## config.mk

```make
export PLATFORM = sky130hd
export DESIGN_NAME = tx_initiated_sweep_test_tx
export DESIGN_NICKNAME = d
export VERILOG_FILES = /design/src/rtl/ucie_sb_test_pkg.sv /design/src/rtl/eye_window_tracker.sv /design/src/rtl/tx_initiated_sweep_test_tx.sv
export SDC_FILE = /design/constraint.sdc
export NUM_CORES = 1
export LEC_CHECK = 0
export ABC_AREA = 1
export ABC_CLOCK_PERIOD_IN_PS = 4900
export BUFFER_PORTS_ARGS = -buffer_cell sky130_fd_sc_hd__buf_2
export CAP_MARGIN = 25
export CORE_ASPECT_RATIO = 0.7
export CORE_UTILIZATION = 54
export CTS_CLUSTER_SIZE = 24
export DETAILED_ROUTE_END_ITERATION = 8
export GPL_TIMING_DRIVEN = 0
export PLACE_DENSITY = 0.8
export SLEW_MARGIN = 20
export SYNTH_ARGS = -nofsm -noshare
export SYNTH_HDL_FRONTEND = slang
export SYNTH_HIERARCHICAL = 1
export SYNTH_SLANG_ARGS = --single-unit
```

## constraint.sdc

```tcl
create_clock -name clk -period 4.9 [get_ports clk]
set_clock_uncertainty 0.05 [all_clocks]
set_input_delay 0.245 -clock clk [delete_from_list [all_inputs] [get_ports clk]]
set_output_delay 0.245 -clock clk [all_outputs]
set_load 0.05 [all_outputs]
```

## src/rtl/ucie_sb_test_pkg.sv

```systemverilog
// Shared encodings for the TX-initiated sideband sweep test: message codes,
// pattern-generator control words and the controller state set.
package ucie_sb_test_pkg;

   localparam int unsigned MSG_W = 4;
   localparam int unsigned CW_W  = 2;

   localparam logic [MSG_W-1:0] MSG_IDLE        = 4'b0000;
   localparam logic [MSG_W-1:0] MSG_START_REQ   = 4'b0001;
   localparam logic [MSG_W-1:0] MSG_START_RESP  = 4'b0010;
   localparam logic [MSG_W-1:0] MSG_CLR_REQ     = 4'b0011;
   localparam logic [MSG_W-1:0] MSG_CLR_RESP    = 4'b0100;
   localparam logic [MSG_W-1:0] MSG_RESULT_REQ  = 4'b0101;
   localparam logic [MSG_W-1:0] MSG_RESULT_RESP = 4'b0110;
   localparam logic [MSG_W-1:0] MSG_END_REQ     = 4'b0111;
   localparam logic [MSG_W-1:0] MSG_END_RESP    = 4'b1000;

   localparam logic [CW_W-1:0] CW_OFF     = 2'b00;
   localparam logic [CW_W-1:0] CW_CLEAR   = 2'b01;
   localparam logic [CW_W-1:0] CW_LFSR    = 2'b10;
   localparam logic [CW_W-1:0] CW_PERLANE = 2'b11;

   typedef enum logic [3:0] {
      ST_IDLE,
      ST_START_REQ,
      ST_CLR_REQ,
      ST_SEND_PATTERN,
      ST_RESULT_REQ,
      ST_END_REQ,
      ST_NEXT_STEP,
      ST_DONE,
      ST_ERROR
   } state_e;

   // Response code that completes the wait of a request state.
   function automatic logic [MSG_W-1:0] resp_code(input state_e s);
      case (s)
         ST_START_REQ:  return MSG_START_RESP;
         ST_CLR_REQ:    return MSG_CLR_RESP;
         ST_RESULT_REQ: return MSG_RESULT_RESP;
         ST_END_REQ:    return MSG_END_RESP;
         default:       return MSG_IDLE;
      endcase
   endfunction

endpackage

```

## src/rtl/eye_window_tracker.sv

```systemverilog
// Tracks the longest contiguous run of passing PI steps; the earliest run wins a tie.
module eye_window_tracker #(
   parameter int unsigned PI_STEP_W = 4
) (
   input  logic                 clk,
   input  logic                 rst_n,
   input  logic                 clear,
   input  logic                 step_valid,
   input  logic                 step_pass,
   input  logic [PI_STEP_W-1:0] step_idx,
   output logic [PI_STEP_W:0]   eye_width,
   output logic [PI_STEP_W-1:0] eye_center
);

   logic [PI_STEP_W:0]   run_len, run_len_nxt, eye_width_nxt, half;
   logic [PI_STEP_W-1:0] run_start, run_start_nxt, eye_center_nxt;

   always_comb begin
      run_len_nxt    = run_len;
      run_start_nxt  = run_start;
      eye_width_nxt  = eye_width;
      eye_center_nxt = eye_center;
      half           = '0;
      if (clear) begin
         run_len_nxt    = '0;
         run_start_nxt  = '0;
         eye_width_nxt  = '0;
         eye_center_nxt = '0;
      end else if (step_valid) begin
         if (step_pass) begin
            run_len_nxt = run_len + 1'b1;
            if (run_len == '0) run_start_nxt = step_idx;
            if (run_len_nxt > eye_width) begin
               half           = (run_len_nxt - 1'b1) >> 1;
               eye_width_nxt  = run_len_nxt;
               eye_center_nxt = run_start_nxt + half[PI_STEP_W-1:0];
            end
         end else begin
            run_len_nxt = '0;
         end
      end
   end

   always_ff @(posedge clk or negedge rst_n) begin
      if (!rst_n) begin
         run_len    <= '0;
         run_start  <= '0;
         eye_width  <= '0;
         eye_center <= '0;
      end else begin
         run_len    <= run_len_nxt;
         run_start  <= run_start_nxt;
         eye_width  <= eye_width_nxt;
         eye_center <= eye_center_nxt;
      end
   end

endmodule

```

## src/rtl/tx_initiated_sweep_test_tx.sv

```systemverilog
// TX-side PI sweep controller: one sideband point-test handshake per PI step,
// per-step pass map and eye width/centre reporting, with response timeouts.
module tx_initiated_sweep_test_tx
   import ucie_sb_test_pkg::*;
#(
   parameter int unsigned NUM_LANES      = 16,
   parameter int unsigned PI_STEP_W      = 4,
   parameter int unsigned TIMEOUT_CYCLES = 8000,
   parameter int unsigned TO_W           = 13
) (
   input  logic                    clk,
   input  logic                    rst_n,
   input  logic                    i_en,
   input  logic                    i_mainband_or_valtrain_test,
   input  logic                    i_lfsr_or_perlane,
   input  logic [PI_STEP_W-1:0]    i_step_min,
   input  logic [PI_STEP_W-1:0]    i_step_max,
   input  logic [NUM_LANES-1:0]    i_lane_mask,
   input  logic                    i_pattern_finished,
   input  logic [3:0]              i_decoded_sideband_message,
   input  logic                    i_rx_valid,
   input  logic [15:0]             i_data_bits,
   input  logic                    i_busy_negedge_detected,
   output logic [3:0]              o_encoded_sideband_message,
   output logic                    o_valid,
   output logic                    o_sb_data_pattern,
   output logic                    o_sb_burst_count,
   output logic                    o_sb_comparison_mode,
   output logic                    o_val_pattern_en,
   output logic [1:0]              o_mainband_pattern_generator_cw,
   output logic [PI_STEP_W-1:0]    o_pi_step,
   output logic [2**PI_STEP_W-1:0] o_step_pass_map,
   output logic [PI_STEP_W:0]      o_eye_width,
   output logic [PI_STEP_W-1:0]    o_eye_center,
   output logic                    o_test_finish_ack,
   output logic                    o_timeout_err
);

   localparam int unsigned MAP_W = 2**PI_STEP_W;

   state_e               state, state_nxt;
   logic                 en_q;
   logic [TO_W-1:0]      to_cnt, to_cnt_nxt;
   logic                 cfg_vt, cfg_vt_nxt, cfg_pl, cfg_pl_nxt;
   logic [PI_STEP_W-1:0] cfg_max, cfg_max_nxt;
   logic [NUM_LANES-1:0] cfg_mask, cfg_mask_nxt;
   logic                 pass_q, pass_nxt;
   logic                 lane_pass, expire, tracker_clear, step_valid;

   logic [3:0]           code_nxt;
   logic                 valid_nxt, pat_nxt, cmp_nxt, val_en_nxt, ack_nxt, err_nxt;
   logic [1:0]           cw_nxt;
   logic [PI_STEP_W-1:0] pi_nxt;
   logic [MAP_W-1:0]     map_nxt;

   always_ff @(posedge clk or negedge rst_n) begin
      if (!rst_n) state <= ST_IDLE;
      else        state <= state_nxt;
   end

   always_comb begin
      state_nxt     = state;
      code_nxt      = o_encoded_sideband_message;
      valid_nxt     = o_valid;
      pat_nxt       = o_sb_data_pattern;
      cmp_nxt       = o_sb_comparison_mode;
      val_en_nxt    = o_val_pattern_en;
      cw_nxt        = o_mainband_pattern_generator_cw;
      pi_nxt        = o_pi_step;
      map_nxt       = o_step_pass_map;
      ack_nxt       = o_test_finish_ack;
      err_nxt       = o_timeout_err;
      cfg_vt_nxt    = cfg_vt;
      cfg_pl_nxt    = cfg_pl;
      cfg_max_nxt   = cfg_max;
      cfg_mask_nxt  = cfg_mask;
      pass_nxt      = pass_q;
      tracker_clear = 1'b0;
      step_valid    = 1'b0;
      expire        = (to_cnt == TO_W'(TIMEOUT_CYCLES - 1));
      lane_pass     = &(i_data_bits[NUM_LANES-1:0] | ~cfg_mask);

      if (state != ST_IDLE && !i_en) begin
         // Abort: everything but the results and the error flag returns to reset.
         state_nxt  = ST_IDLE;
         code_nxt   = MSG_IDLE;
         valid_nxt  = 1'b0;
         pat_nxt    = 1'b0;
         cmp_nxt    = 1'b0;
         val_en_nxt = 1'b0;
         cw_nxt     = CW_OFF;
         pi_nxt     = '0;
         ack_nxt    = 1'b0;
      end else begin
         case (state)
            ST_IDLE: begin
               if (i_en && !en_q) begin
                  cfg_vt_nxt    = i_mainband_or_valtrain_test;
                  cfg_pl_nxt    = i_lfsr_or_perlane;
                  cfg_max_nxt   = i_step_max;
                  cfg_mask_nxt  = i_lane_mask;
                  map_nxt       = '0;
                  err_nxt       = 1'b0;
                  tracker_clear = 1'b1;
                  pi_nxt        = i_step_min;
                  pat_nxt       = i_mainband_or_valtrain_test;
                  cmp_nxt       = 1'b0;
                  if (i_step_min > i_step_max) begin
                     state_nxt = ST_DONE;
                     ack_nxt   = 1'b1;
                  end else begin
                     state_nxt = ST_START_REQ;
                     code_nxt  = MSG_START_REQ;
                     valid_nxt = 1'b1;
                  end
               end
            end
            ST_START_REQ, ST_CLR_REQ, ST_RESULT_REQ, ST_END_REQ: begin
               if (i_rx_valid && i_decoded_sideband_message == resp_code(state)) begin
                  case (state)
                     ST_START_REQ: begin
                        state_nxt = ST_CLR_REQ;
                        code_nxt  = MSG_CLR_REQ;
                        valid_nxt = 1'b1;
                        cw_nxt    = CW_CLEAR;
                     end
                     ST_CLR_REQ: begin
                        state_nxt  = ST_SEND_PATTERN;
                        valid_nxt  = 1'b0;
                        val_en_nxt = cfg_vt;
                        cw_nxt     = cfg_vt ? CW_OFF : (cfg_pl ? CW_PERLANE : CW_LFSR);
                     end
                     ST_RESULT_REQ: begin
                        state_nxt          = ST_END_REQ;
                        code_nxt           = MSG_END_REQ;
                        valid_nxt          = 1'b1;
                        pass_nxt           = lane_pass;
                        map_nxt[o_pi_step] = lane_pass;
                     end
                     default: begin
                        state_nxt = ST_NEXT_STEP;
                        valid_nxt = 1'b0;
                     end
                  endcase
               end else if (expire) begin
                  state_nxt  = ST_ERROR;
                  err_nxt    = 1'b1;
                  ack_nxt    = 1'b1;
                  cw_nxt     = CW_OFF;
                  val_en_nxt = 1'b0;
                  valid_nxt  = 1'b0;
                  code_nxt   = MSG_IDLE;
               end else if (i_busy_negedge_detected && !i_rx_valid) begin
                  valid_nxt = 1'b0;
               end
            end
            ST_SEND_PATTERN: begin
               if (i_pattern_finished) begin
                  state_nxt  = ST_RESULT_REQ;
                  cw_nxt     = CW_OFF;
                  val_en_nxt = 1'b0;
                  code_nxt   = MSG_RESULT_REQ;
                  valid_nxt  = 1'b1;
               end
            end
            ST_NEXT_STEP: begin
               step_valid = 1'b1;
               if (o_pi_step == cfg_max) begin
                  state_nxt = ST_DONE;
                  ack_nxt   = 1'b1;
                  valid_nxt = 1'b0;
                  code_nxt  = MSG_IDLE;
               end else begin
                  state_nxt = ST_START_REQ;
                  pi_nxt    = o_pi_step + 1'b1;
                  code_nxt  = MSG_START_REQ;
                  valid_nxt = 1'b1;
               end
            end
            default: ;
         endcase
      end

      // Per-wait counter restarts on every state change and saturates at expiry.
      if (state_nxt != state) to_cnt_nxt = '0;
      else if (!expire)       to_cnt_nxt = to_cnt + 1'b1;
      else                    to_cnt_nxt = to_cnt;
   end

   always_ff @(posedge clk or negedge rst_n) begin
      if (!rst_n) begin
         en_q                            <= 1'b0;
         to_cnt                          <= '0;
         cfg_vt                          <= 1'b0;
         cfg_pl                          <= 1'b0;
         cfg_max                         <= '0;
         cfg_mask                        <= '0;
         pass_q                          <= 1'b0;
         o_encoded_sideband_message      <= MSG_IDLE;
         o_valid                         <= 1'b0;
         o_sb_data_pattern               <= 1'b0;
         o_sb_burst_count                <= 1'b0;
         o_sb_comparison_mode            <= 1'b0;
         o_val_pattern_en                <= 1'b0;
         o_mainband_pattern_generator_cw <= CW_OFF;
         o_pi_step                       <= '0;
         o_step_pass_map                 <= '0;
         o_test_finish_ack               <= 1'b0;
         o_timeout_err                   <= 1'b0;
      end else begin
         en_q                            <= i_en;
         to_cnt                          <= to_cnt_nxt;
         cfg_vt                          <= cfg_vt_nxt;
         cfg_pl                          <= cfg_pl_nxt;
         cfg_max                         <= cfg_max_nxt;
         cfg_mask                        <= cfg_mask_nxt;
         pass_q                          <= pass_nxt;
         o_encoded_sideband_message      <= code_nxt;
         o_valid                         <= valid_nxt;
         o_sb_data_pattern               <= pat_nxt;
         o_sb_burst_count                <= pat_nxt;
         o_sb_comparison_mode            <= cmp_nxt;
         o_val_pattern_en                <= val_en_nxt;
         o_mainband_pattern_generator_cw <= cw_nxt;
         o_pi_step                       <= pi_nxt;
         o_step_pass_map                 <= map_nxt;
         o_test_finish_ack               <= ack_nxt;
         o_timeout_err                   <= err_nxt;
      end
   end

   eye_window_tracker #(
      .PI_STEP_W (PI_STEP_W)
   ) u_eye (
      .clk        (clk),
      .rst_n      (rst_n),
      .clear      (tracker_clear),
      .step_valid (step_valid),
      .step_pass  (pass_q),
      .step_idx   (o_pi_step),
      .eye_width  (o_eye_width),
      .eye_center (o_eye_center)
   );

endmodule

```

==> flow_metrics.tcl <==
set metrics [dict create \
    status "completed" \
    drt_wl_total_um 12900 \
    cts.sinks 89 \
    setup_viol 0 \
    p_int_mw 1.66 \
    synth.distinct_cells 45 \
    required_ns 5.08 \
    ctsRootBufferMaster "clkbuf_16" \
    hold_violations 0 \
    cts_buffers 9 \
    track_usage_pct 27.2 \
    synth_seq_cells 89 \
    finalSetupTns_ns 0 \
    synth_compound_area_share_pct 11.1 \
    grt_pass1_vias 4677 \
    grt_max_degree 51 \
    end_kind "flip-flop" \
    portBuffers 91 \
    layout-drive-gt1-share_pct 20.5 \
    worst-slew-pin-transition_ns 0.580 \
    arrival_ns 3.27 \
    io_pins 94 \
    htreeDepth 3 \
    clk_latency_ns 0.34 \
    synthXorXnorAreaFrac_pct 3.27 \
    crit_path_start_kind "flip-flop" \
    drv_cap 0 \
    hold_path_class "in2reg" \
    fp.dieArea_mm2 0.0103 \
    netlist_top_cells_area "dfrtp_1 42%, nand2_1 11%, inv_1 6.6%" \
    mappedNetlistArea_mm2 0.00535 \
    viasPerCell 5.28 \
    p_switching_mw 1.41 \
    drt.antenna.violating_nets 0 \
    ys_seq_area_share_pct 41.6 \
    post_cts_buffers 0 \
    switching_share_pct 45.9 \
    antenna_found_initial 0 \
    cts_tree "built" \
    gp_congestion 0.931 \
    cts.path.max_buffers 2 \
    ys_warn_count 6 \
    drc_errors 0 \
    rows 29 \
    drv_slew 0 \
    drt_iter0_drc 421 \
    fmax_mhz 324 \
    sequentialPowerShare_pct 32.7 \
    register_area_mm2 0.00223 \
    rsz0062_at_grt "false" \
    die_w_um 121 \
    fill_cells 789 \
    synth_top_flop_cell "dfrtp_1" \
    total_power_mw 3.07 \
    clk_pin_slew_worst_paths_ns 0.06 \
    muxShareOfSynthArea_pct 0.397 \
    wl_per_cell_um 13.9 \
    yosys.area_share.simple_pct 29.8 \
    dieHeight_um 85.3 \
    core_area_mm2 0.00933 \
    synth_top_family_by_area "simple AND/OR/NAND/NOR gates" \
    crit_type "reg2reg" \
    syn_to_final_growth_pct 17.2 \
    yosys.area.top_type "dfrtp_1" \
    yosys.area.top_type_share_pct 41.6 \
    fin_crit_ns 3.09 \
    power_frac_comb_pct 47.0 \
    place_area_mm2 0.00600 \
    diodes 0 \
    leakage_nw 3.28 \
    firstDrtPassIters 6 \
    holdBufCountCts 1 \
    routed-via-count 4927 \
    syn_area_per_cell_um2 7.65 \
    cp_max_fo 10 \
    pwr-share-clk_pct 20.3 \
    gr-total-overflow 0 \
    nets 876 \
    period_share_pct 63.1 \
    slew_headroom_pct 61.1 \
    syn_inst 700 \
    postLayoutCellArea_mm2 0.00627 \
    start_util_pct 57.4 \
    yosys.area_share.adder_pct 4.58 \
    powerDensity_mw_per_mm2 489 \
    synthArstFlopShare_pct 100 \
    hpwl_um 9950 \
    synth_edf_count 0 \
    max-vdd-ir-drop_v 0.000311 \
    grt_pass1_wl_um 22000 \
    multiInputGateArea_mm2 0.00264 \
    cts_resized 0 \
]
worst max-delay path, stage by stage (launching register included):
cell and delay (ns):
dfrtp_1 0.45, nor2_1 0.28, nand2_1 0.18, nor2_1 0.34, buf_2 0.27, clkbuf_1 0.43, clkbuf_1 0.38, inv_1 0.11
buf_1 0.26, nand3_1 0.17, nand2_1 0.06
state kept, by name, indices dropped and copies added, names as in the netlist, 5 cells and up:
name             count
o_step_pass_map     16
to_cnt              13
u_eye/run_len        5
u_eye/eye_width      5
cfg_mask            16
layer usage:
layer / GRT usage [%] / routed length, um / vias to the layer above
met4: 8.53 / 168 / 0
met2: 42.3 / 5720 / 190
li1: - / - / 2465
met1: 38.1 / 6210 / 2254
met3: 5.85 / 844 / 18
met5: 0 / 0 / -
power groups by stage:
stage / clock, mW / sequential [mW] / combinational (mW)
2_1_floorplan: 0 / 1.14 / 0.919
6_report: 0.623 / 1.00 / 1.44
3_3_place_gp: 0 / 1.01 / 1.39
4_1_cts: 0.638 / 1.00 / 1.43
5_1_grt: 0.670 / 1.02 / 1.61
3_5_place_dp: 0 / 1.01 / 1.42
through the flow:
step                hold WS (ns)  worst slack, ns  cells  util [%]
global route              0.0177             1.53    933      67.2
global placement           0.373             1.92    916      64.0
finish                    0.0284             1.81    933      67.2
CTS                       0.0120             1.88    933      67.2
floorplan                 -0.101             2.63    701         -
detailed placement         0.210             1.88    917      64.3
cell usage in the layout, fill, tap and decap left out, types with 2 or more instances in the layout:
cell	netlist	final
nand2_1	163	163
buf_2	5	95
inv_1	94	94
dfrtp_1	89	89
o21ai_0	60	60
nor2_1	58	58
nand3_1	56	56
ha_1	18	18
xor2_1	17	17
nand2_2	16	16
nor2_2	14	14
a21oi_1	14	14
o21ai_1	12	12
nand4_1	10	10
clkbuf_16	0	9
nor3_1	8	8
clkbuf_1	6	8
o22ai_1	7	7
o2111ai_1	6	6
buf_4	4	5
nor2_4	4	4
or2_2	4	4
inv_2	3	3
nand3b_1	3	3
nand3_4	3	3
xnor2_1	3	3
buf_6	2	2
nor4_1	2	2
buf_1	2	2
conb_1	1	2
clkinv_2	0	2
final cells by class:
cell class                      instances  area share, %
Tap cell                              124           2.47
Clock inverter                          3          0.279
Sequential cell                        89           35.5
Timing Repair Buffer                   93           7.90
Clock buffer                           12           3.93
Inverter                               99           6.01
Buffer                                 20           1.86
Multi-Input combinational cell        493           42.0
cells in the mapped netlist, types with 5 or more instances:
| cell | number |
|---|---|
| a21oi_1 | 14 |
| buf_2 | 5 |
| clkbuf_1 | 6 |
| dfrtp_1 | 89 |
| ha_1 | 18 |
| inv_1 | 94 |
| nand2_1 | 163 |
| nand2_2 | 16 |
| nand3_1 | 56 |
| nand4_1 | 10 |
| nor2_1 | 58 |
| nor2_2 | 14 |
| nor3_1 | 8 |
| o2111ai_1 | 6 |
| o21ai_0 | 60 |
| o21ai_1 | 12 |
| o22ai_1 | 7 |
| xor2_1 | 17 |
worst paths after layout:
| check | startpoint | endpoint | slack [ns] | cells after the start |
|---|---|---|---|---|
| worst max register to register | state[0] | u_eye/run_start[1] | 1.81 | 10 |
| worst max-delay path | state[0] | u_eye/run_start[1] | 1.81 | 10 |
| worst min register to register | o_encoded_sideband_message[0] | o_encoded_sideband_message[0] | 0.43 | 2 |
| worst min-delay path | i_en | en_q | 0.03 | 1 |
| min in group asynchronous | rst_n | cfg_mask[10] | 0.38 | 2 |
| max in group asynchronous | rst_n | o_valid | 3.78 | 3 |
cell families (layout without fill, tap and decap cells):
logic type / after synthesis / count (layout)
AOI/OAI and AO/OA: 106 / 106
xor gates and xnor gates: 20 / 20
adders and majority gates: 19 / 19
buffers and inverters: 119 / 227
DFF: 89 / 89
muxes: 2 / 2
other: 1 / 2
and+or+nand+nor: 344 / 344
Power figures use the tool's default switching activity.
